===== config.mk =====
export PLATFORM = sky130hd
export DESIGN_NAME = nexus_mult_pipe
export DESIGN_NICKNAME = d
export VERILOG_FILES = /design/src/rtl/nexus_mult_pipe.sv
export SDC_FILE = /design/constraint.sdc
export NUM_CORES = 1
export LEC_CHECK = 0
export BUFFER_PORTS_ARGS = -buffer_cell sky130_fd_sc_hd__buf_2
export CELL_PAD_IN_SITES_DETAIL_PLACEMENT = 1
export CELL_PAD_IN_SITES_GLOBAL_PLACEMENT = 1
export CORE_MARGIN = 2
export CORE_UTILIZATION = 50
export CTS_CLUSTER_DIAMETER = 50
export DETAILED_ROUTE_END_ITERATION = 7
export HOLD_SLACK_MARGIN = 0.1
export PLACE_DENSITY = 0.86
export SKIP_LAST_GASP = 1
export SLEW_MARGIN = 20
export SYNTH_ARGS = -nofsm -noshare
export SYNTH_HDL_FRONTEND = slang
export SYNTH_SLANG_ARGS = --single-unit
export TNS_END_PERCENT = 50

===== constraint.sdc =====
create_clock -name CLK -period 8.45 [get_ports CLK]
set_clock_uncertainty 0.15 [all_clocks]
set_input_delay 0.4225 -clock CLK [delete_from_list [all_inputs] [get_ports CLK]]
set_output_delay 0.4225 -clock CLK [all_outputs]
set_load 0.1 [all_outputs]

===== src/rtl/nexus_mult_pipe.sv =====
// Pipelined A x B multiplier with per-operand signedness, optional input/output
// register stages, a valid pipeline and an optional wrap-around accumulator.
module nexus_mult_pipe #(
  parameter int A_WIDTH   = 9,
  parameter int B_WIDTH   = 9,
  parameter int REG_IN    = 1,
  parameter int REG_OUT   = 1,
  parameter int ACCUM     = 0,
  parameter int ACC_WIDTH = 24,
  localparam int P        = A_WIDTH + B_WIDTH,
  localparam int Z_WIDTH  = (ACCUM != 0) ? ACC_WIDTH : P
) (
  input  logic               CLK,
  input  logic               RSTN,
  input  logic               CE,
  input  logic               IN_VALID,
  input  logic [A_WIDTH-1:0] A,
  input  logic               SIGNEDA,
  input  logic [B_WIDTH-1:0] B,
  input  logic               SIGNEDB,
  input  logic               ACC_CLR,
  output logic               OUT_VALID,
  output logic [Z_WIDTH-1:0] Z,
  output logic               OVF
);

  if (A_WIDTH < 2 || A_WIDTH > 36 || B_WIDTH < 2 || B_WIDTH > 36) begin : g_err_width
    $error("nexus_mult_pipe: operand widths must lie in 2..36");
  end
  if (ACCUM != 0 && REG_OUT == 0) begin : g_err_regout
    $error("nexus_mult_pipe: ACCUM=1 requires REG_OUT=1");
  end
  if (ACCUM != 0 && ACC_WIDTH < P) begin : g_err_accw
    $error("nexus_mult_pipe: ACC_WIDTH must be >= A_WIDTH+B_WIDTH");
  end

  logic [A_WIDTH-1:0] stg_a_s;
  logic [B_WIDTH-1:0] stg_b_s;
  logic               stg_sa_s;
  logic               stg_sb_s;
  logic               stg_clr_s;
  logic               stg_v_s;

  if (REG_IN != 0) begin : g_in_reg
    logic [A_WIDTH-1:0] a_r;
    logic [B_WIDTH-1:0] b_r;
    logic               sa_r;
    logic               sb_r;
    logic               clr_r;
    logic               v_r;

    // Input stage: every field loads on CE, valid or not, so the DSP input regs absorb cleanly.
    always_ff @(posedge CLK or negedge RSTN) begin
      if (!RSTN) begin
        a_r   <= '0;
        b_r   <= '0;
        sa_r  <= 1'b0;
        sb_r  <= 1'b0;
        clr_r <= 1'b0;
        v_r   <= 1'b0;
      end else if (CE) begin
        a_r   <= A;
        b_r   <= B;
        sa_r  <= SIGNEDA;
        sb_r  <= SIGNEDB;
        clr_r <= ACC_CLR;
        v_r   <= IN_VALID;
      end
    end

    assign stg_a_s   = a_r;
    assign stg_b_s   = b_r;
    assign stg_sa_s  = sa_r;
    assign stg_sb_s  = sb_r;
    assign stg_clr_s = clr_r;
    assign stg_v_s   = v_r;
  end else begin : g_in_bypass
    assign stg_a_s   = A;
    assign stg_b_s   = B;
    assign stg_sa_s  = SIGNEDA;
    assign stg_sb_s  = SIGNEDB;
    assign stg_clr_s = ACC_CLR;
    assign stg_v_s   = IN_VALID;
  end

  logic [P-1:0] a_ext_s;
  logic [P-1:0] b_ext_s;
  logic [P-1:0] prod_s;

  // Extending both operands to P bits first makes the low P bits exact for any signedness mix.
  always_comb begin
    a_ext_s = stg_sa_s ? {{B_WIDTH{stg_a_s[A_WIDTH-1]}}, stg_a_s} : {{B_WIDTH{1'b0}}, stg_a_s};
    b_ext_s = stg_sb_s ? {{A_WIDTH{stg_b_s[B_WIDTH-1]}}, stg_b_s} : {{A_WIDTH{1'b0}}, stg_b_s};
    prod_s  = a_ext_s * b_ext_s;
  end

  if (ACCUM != 0) begin : g_acc
    logic [ACC_WIDTH-1:0] prod_ext_s;
    logic [ACC_WIDTH-1:0] base_s;
    logic [ACC_WIDTH-1:0] sum_s;
    logic                 add_ovf_s;
    logic [ACC_WIDTH-1:0] acc_r;
    logic                 ovf_r;
    logic                 ov_r;

    // A clearing sample zeroes only the accumulator operand, so it can never flag overflow.
    always_comb begin
      prod_ext_s = (stg_sa_s | stg_sb_s) ? ACC_WIDTH'($signed(prod_s)) : ACC_WIDTH'(prod_s);
      base_s     = stg_clr_s ? {ACC_WIDTH{1'b0}} : acc_r;
      sum_s      = base_s + prod_ext_s;
      add_ovf_s  = (base_s[ACC_WIDTH-1] == prod_ext_s[ACC_WIDTH-1]) &&
                   (sum_s[ACC_WIDTH-1] != base_s[ACC_WIDTH-1]);
    end

    // Accumulator and sticky overflow advance only on valid samples.
    always_ff @(posedge CLK or negedge RSTN) begin
      if (!RSTN) begin
        acc_r <= '0;
        ovf_r <= 1'b0;
        ov_r  <= 1'b0;
      end else if (CE) begin
        ov_r <= stg_v_s;
        if (stg_v_s) begin
          acc_r <= sum_s;
          ovf_r <= (stg_clr_s ? 1'b0 : ovf_r) | add_ovf_s;
        end
      end
    end

    assign Z         = acc_r;
    assign OVF       = ovf_r;
    assign OUT_VALID = ov_r;
  end else if (REG_OUT != 0) begin : g_out_reg
    logic [P-1:0] z_r;
    logic         ov_r;
    logic         unused_clr_s;

    // Product register holds its last value across invalid cycles.
    always_ff @(posedge CLK or negedge RSTN) begin
      if (!RSTN) begin
        z_r  <= '0;
        ov_r <= 1'b0;
      end else if (CE) begin
        ov_r <= stg_v_s;
        if (stg_v_s) begin
          z_r <= prod_s;
        end
      end
    end

    assign unused_clr_s = stg_clr_s;
    assign Z            = z_r;
    assign OVF          = 1'b0;
    assign OUT_VALID    = ov_r;
  end else begin : g_out_bypass
    logic unused_clr_s;

    assign unused_clr_s = stg_clr_s;
    assign Z            = prod_s;
    assign OVF          = 1'b0;
    assign OUT_VALID    = stg_v_s;
  end

endmodule

==> results of run 1 <==
sequential cells by signal, indices dropped and copies added (netlist names):
register,count
Z,18
g_in_reg.a_r,9
g_in_reg.b_r,9
OUT_VALID,1
g_in_reg.sa_r,1
g_in_reg.sb_r,1
g_in_reg.v_r,1
layout make-up:
| class | instances | area (um2) |
|---|---|---|
| clock buffers | 6 | 129 |
| clock inverters | 2 | 35.0 |
| fillers | 1277 | 5100 |
| inverters | 131 | 492 |
| multi-input cells | 381 | 4130 |
| flip-flops and latches | 40 | 1000 |
| well taps | 143 | 179 |
| repair buffers | 42 | 210 |
worst reg2reg max path, stage by stage, from the launching register on:
cell and delay [ns]:
dfrtp_1 0.63, and2_1 0.35, nand2_1 0.20, fa_1 0.58, fa_1 0.55, inv_1 0.05, fa_1 0.49, inv_1 0.06
fa_1 0.57, fa_1 0.43, fa_1 0.49, inv_1 0.04, ha_1 0.36, a21o_1 0.24, or3_1 0.38, nor3_1 0.20
a211oi_1 0.12, xnor2_1 0.14, o21ai_0 0.08
layer usage:
metal  share of wire (%)  wire, um  track usage (%)  vias up
met4                 2.4       333             5.92        0
met5                   0         0                0        -
li1                    -         -                -     1772
met1                  40      5630             29.2     1978
met3                 2.9       398             3.39       31
met2                  54      7560             46.4       78
through the flow:
stage / hold WS [ns] / instances
2_1_floorplan: -0.0231 / 578
3_3_place_gp: 0.306 / 737
3_5_place_dp: 0.317 / 737
4_1_cts: 0.132 / 745
5_1_grt: 0.192 / 745
6_report: 0.109 / 745
worst max-delay path by stage:
| stage | from | end | slack (ns) |
|---|---|---|---|
| 6_report | g_in_reg.a_r[8] | Z[16] | 2.18 |
| 5_1_grt | g_in_reg.a_r[8] | Z[16] | 1.78 |
| 4_1_cts | g_in_reg.a_r[8] | Z[16] | 2.16 |
| 3_5_place_dp | g_in_reg.a_r[8] | Z[16] | 2.27 |
| 3_3_place_gp | g_in_reg.a_r[8] | Z[16] | 2.50 |
| 2_1_floorplan | g_in_reg.a_r[8] | Z[16] | 2.92 |
cell usage after synthesis:
cell type  count  share of area (%)
inv_1        131                8.6
fa_1          95                 33
and2_1        63                6.9
ha_1          52                 11
nand2_1       49                3.2
dfrtp_1       40                 18
xnor2_1       28                4.3
mux2_2        27                5.3
clkbuf_1      23                1.5
o21ai_0       14                1.2
a21o_1         9                1.2
and3_1         6               0.66
nor2_1         6               0.39
xor2_1         5               0.77
a211o_1        3               0.46
a21oi_1        3               0.26
nand2b_1       3               0.33
a211oi_1       2               0.26
buf_1          2               0.13
o21a_1         2               0.26
o21ai_1        2               0.18
a31oi_1        1               0.11
a41oi_2        1               0.28
buf_4          1               0.13
conb_1         1              0.066
nand4_1        1               0.11
nor2b_1        1               0.11
nor3_1         1              0.087
nor4_1         1               0.11
o21ba_2        1               0.18
o31a_1         1               0.15
or2_2          1               0.11
or3_1          1               0.11
xnor3_1        1               0.39
kinds of logic after synthesis:
logic type	after synthesis
buffers and inverters	157
DFF	40
xor gates and xnor gates	34
and+or+nand+nor	133
muxes	27
other	1
adders and majority gates	147
AOI/OAI and AO/OA	39
==> results.json, run 1 <==
{
  "fin_tns_setup_ns": 0,
  "synth_fa_ha_area_share_pct": 44.6,
  "postLayoutCoreUtil_pct": 54.7,
  "die_w_um": 111,
  "fmax_mhz": 159,
  "ys_warn_count": 0,
  "cp-start-kind": "flop",
  "placed_cell_area_um2": 6010,
  "drive_gt1_share_pct": 13.1,
  "synthCells": 578,
  "slew-limit-headroom_pct": 34.0,
  "io_pins": 45,
  "port_buffers": 42,
  "crit_type": "reg2reg",
  "syn-cell-area_um2": 5720,
  "dieArea_um2": 12300,
  "timing.final.crit_share_pct": 74.2,
  "num_vias": 3859,
  "place_congestion": 0.865,
  "path_common_cell": "fa_1",
  "synth-xor-area-share_pct": 5.45,
  "wire_per_inst_um": 18.7,
  "numCtsBuffers": 5,
  "hold_viol": 0,
  "antenna_found_initial": 0,
  "n_antenna_cell": 0,
  "first_global_vias": 4628,
  "htree_levels": 2,
  "most-common-layout-cells": "inv_1 (131), fa_1 (95), and2_1 (63), ha_1 (52), nand2_1 (49)",
  "core_area_um2": 11300,
  "tightest_slew_ns": 0.988,
  "grtUsageTotal_pct": 24.5,
  "insertion_delay_ns": 0.28,
  "worst-endpoint-arrival_ns": 6.24,
  "drc": 0,
  "synth_compound_area_share_pct": 4.55,
  "final-setup-viol-count": 0,
  "critPathRequiredTime_ns": 8.42,
  "rr_endpoint": "Z[16]",
  "final_max_slew_viol_count": 0,
  "fin_nets": 773,
  "max_cap_viol_count": 0,
  "final_area_um2": 6170,
  "path_cells": "and2_1, nand2_1, fa_1, fa_1, inv_1, fa_1, inv_1, fa_1, fa_1, fa_1, inv_1, ha_1, a21o_1, or3_1, nor3_1, a211oi_1, xnor2_1, o21ai_0",
  "cp_max_fo": 14,
  "hold_buffers": 0,
  "crit_buf_inv": 3,
  "worstSetupEndpointType": "flop",
  "path_depth": 18,
  "area_growth_pct": 7.90,
  "cts_num_sinks": 40,
  "rows": 39,
  "synth_top_family_by_area": "adder cells",
  "rsz0062_at_grt": "no",
  "cts_tree": "built",
  "setup_ws_ns": 2.18,
  "drtAntennaViolNets": 0,
  "place_ws_ns": 2.27,
  "grt_pass1_wl_mm": 23.6,
  "worst_path_dominant_cell_family": "adder cells",
  "slowest_delay_ns": 0.63,
  "cts_root_buf": "clkbuf_16",
  "crit_slowest_cell": "dfrtp_1",
  "drt_iter0_markers": 198,
  "clock_path_buffers": 2,
  "yosysUniqueCellTypes": 34,
  "grt_max_degree": 41,
  "yosys.area_share.simple_pct": 12.1,
  "post_cts_buffers": 0,
  "r2r_setup_slack_ns": 2.18,
  "wl_mm": 13.9,
  "clk_pin_slew_worst_paths_ns": 0.07,
  "min_path_type": "in2async",
  "yosysSeqAreaShare_pct": 17.5,
  "fin_crit_ns": 6.27,
  "drt_first_pass_iters": 4,
  "ff2ff_path_depth": 18,
  "grt_overflow": 0,
  "synth_area_per_cell_um2": 9.89,
  "ctsResizeCount": 0,
  "synth-seq-cells": 40,
  "avgViaCountPerCell": 5.18,
  "syn_nets": 750,
  "die_y_um": 111,
  "initial_core_util_pct": 50.7,
  "status": "finished, final reports clean",
  "final_common_cell": "inv_1",
  "r2r_start": "g_in_reg.a_r[8]",
  "dp_hpwl_mm": 11.0,
  "muxShareOfSynthArea_pct": 5.32
}
Power of run 1 is not shown: default switching activity piles up to over one toggle a cycle in this logic, so the estimate is an artifact.
==> run 2: changes to the inputs <==
ABC_AREA = 1   (was default)
CORE_UTILIZATION = 42   (was 50)
PLACE_DENSITY = 0.8   (was 0.86)
clock period = 5.1 ns   (was 8.45 ns; I/O delays follow)
==> run 2 against run 1 <==
The run now ends with negative setup slack left. Sequential share of layout area shrank 3.1 points. Non-clock buffer count increased by 112. Final cell count increased by 47%. Flip-flop and latch count did not move. Via count rose by 39%. First-iteration DRC count rose by 35%. Worst hold slack gained 0.21 ns. Global-route usage increased by 1.5 points. Fmax grew 17%. Synthesized area is 6.7% higher. Utilization down 1.1 points. Count of clock-buffer cells in the layout decreased by 1. Largest cell class unchanged.
==> results.json, run 2 <==
{
  "die_w_um": 125,
  "clk_pin_slew_worst_paths_ns": 0.07,
  "ys_warn_count": 0,
  "core_area_um2": 14400,
  "wl_mm": 19.4,
  "async_reset_ff_share_pct": 100,
  "synth-xor-area-share_pct": 1.58,
  "worst-endpoint-arrival_ns": 5.39,
  "fin_crit_ns": 5.35,
  "final-setup-viol-count": 5,
  "avgViaCountPerCell": 4.87,
  "totalPowerFinal_mw": 5.16,
  "final_max_slew_viol_count": 0,
  "drc": 0,
  "syn_nets": 948,
  "drtAntennaViolNets": 0,
  "synth_compound_area_share_pct": 4.57,
  "antenna_found_initial": 1,
  "drive_gt1_share_pct": 24.1,
  "critPathRequiredTime_ns": 5.14,
  "timing.final.crit_share_pct": 105,
  "busiest_layer": "met2",
  "drt_iter0_markers": 268,
  "final_common_cell": "inv_1",
  "slew-limit-headroom_pct": 34.4,
  "violations": "negative setup slack",
  "status": "finished, violations left",
  "crit_type": "reg2reg",
  "area_growth_pct": 26.3,
  "path_cells": "buf_6, buf_6, nand2_2, fa_2, fa_1, inv_1, fa_1, inv_2, fa_1, fa_1, fa_1, inv_2, ha_4, nand2_1, inv_2, nand3_2, nor3_2, nand2_1, nand3_2, inv_1, nand3_1, nand2_1, nand2_1, nand2_1",
  "ir_drop_uv": 413,
  "netlist_top_cells_count": "inv_1 (231), nand2_1 (202), fa_1 (95)",
  "place_ws_ns": -0.412,
  "synth_fa_ha_area_share_pct": 41.8,
  "crit_path_start": "g_in_reg.b_r[8]",
  "yosys.area_share.simple_pct": 17.4,
  "synthCells": 776,
  "use_met2_pct": 50.9,
  "drt_first_pass_iters": 4,
  "grtUsageTotal_pct": 26.0,
  "grt_max_degree": 41,
  "postLayoutCoreUtil_pct": 53.6,
  "clock_path_buffers": 2,
  "fin_nets": 1084,
  "fin_cells": 1098,
  "rsz0062_at_grt": "yes",
  "num_vias": 5349,
  "synth_top_family_by_area": "adder cells",
  "placed_cells": 1052,
  "synth_area_per_cell_um2": 7.86,
  "syn-cell-area_um2": 6100,
  "worst_path_dominant_cell_family": "adder cells",
  "holdWs_ns": 0.320,
  "dieArea_um2": 15500,
  "cts_root_buf": "clkbuf_16",
  "tightest_slew_ns": 0.984,
  "cp-start-kind": "flop",
  "fin_tns_setup_ns": -0.647,
  "fmax_mhz": 187,
  "hold_viol": 0,
  "synth_top_flop_cell": "dfrtp_1",
  "cp_max_fo": 6,
  "yosysSeqAreaShare_pct": 16.4,
  "yosysMostFrequentCell": "inv_1",
  "p_per_area_nw_per_um2": 669,
  "ys_top_cells_by_area": "fa_1 (31%), dfrtp_1 (16%), inv_1 (14%)",
  "met1_usage_pct": 28.8,
  "final_area_um2": 7700,
  "synth-seq-cells": 40,
  "most-common-layout-cells": "inv_1 (219), nand2_1 (192), fa_1 (89), buf_4 (85), ha_1 (46)",
  "max_cap_viol_count": 0,
  "synth_top_area_share_pct": 31.2,
  "crit_slowest_cell": "fa_1",
  "largest_reg_flops": 18,
  "wire_per_inst_um": 17.7,
  "dp_hpwl_mm": 13.8,
  "grt_overflow": 0,
  "yosysTopAreaCell": "fa_1",
  "rows": 44,
  "cts_tree": "built",
  "setup_ws_ns": -0.248,
  "grt_pass1_wl_mm": 31.7,
  "crit_buf_inv": 7,
  "numCtsBuffers": 5,
  "place_congestion": 0.831,
  "r2r_start": "g_in_reg.b_r[8]",
  "slowest_delay_ns": 0.55,
  "synth_edf_count": 0,
  "first_global_vias": 6338,
  "placed_cell_area_um2": 7040,
  "initial_core_util_pct": 42.5,
  "muxShareOfSynthArea_pct": 1.48,
  "cts_num_sinks": 40,
  "insertion_delay_ns": 0.30,
  "htree_levels": 2,
  "io_pins": 45,
  "min_path_type": "reg2reg",
  "use_met3_pct": 3.35,
  "p_leak_nw": 4.57,
  "yosysUniqueCellTypes": 34,
  "min_from": "Z[17]",
  "port_buffers": 42,
  "die_y_um": 125,
  "worstSetupEndpointType": "flop"
}
run 2: worst min-delay path, cell delays in order (launching register included):
cell and delay (ns):
dfrtp_1 0.34, nand2_1 0.05, nand2_1 0.04
run 2: worst paths after layout:
check	end	slack (ns)	cells past startpoint
max in group asynchronous	g_in_reg.b_r[7]	3.60	2
min in group asynchronous	Z[5]	0.51	2
max	Z[17]	-0.25	24
min reg2reg	Z[17]	0.32	2
min	Z[17]	0.32	2
max reg2reg	Z[17]	-0.25	24
run 2: timing repair:
item | CTS | global route
gates cloned | 1 | 0
setup endpoints to repair | 5 | 6
setup buffers | 7 | 7
hold buffers | 22 | 0
resized for setup | 31 | 22
pin swaps | 36 | 29
endpoints found under the hold margin | 61 | 0
run 2: final cells by class:
class | instances | area (um2)
tap | 184 | 230
clock inverter | 3 | 46.3
fill | 1798 | 6670
clock buffer | 5 | 125
inverter | 237 | 895
sequential | 40 | 1010
timing repair buffer | 154 | 1120
multi-input combinational | 474 | 4270
antenna | 1 | 2.50
run 2: layer usage:
layer	wire, um	share of wire (%)
met3	465	2.4
met1	7510	39
met5	0	0
met4	533	2.7
met2	10900	56
run 2: cell families (layout without fill, tap and decap cells):
family	count (synthesis)	after routing
xor+xnor	11	11
other cells	1	2
flops	40	40
mux	8	8
compound gates	50	50
buf+inv	263	399
simple gates	256	257
fa+ha+maj	147	147
run 2: power breakdown:
group	switching (mW)	internal (mW)
clock network	0.157	0.233
logic	2.54	1.77
registers	0.0530	0.401
total	2.75	2.40
Power figures use the tool's default switching activity.
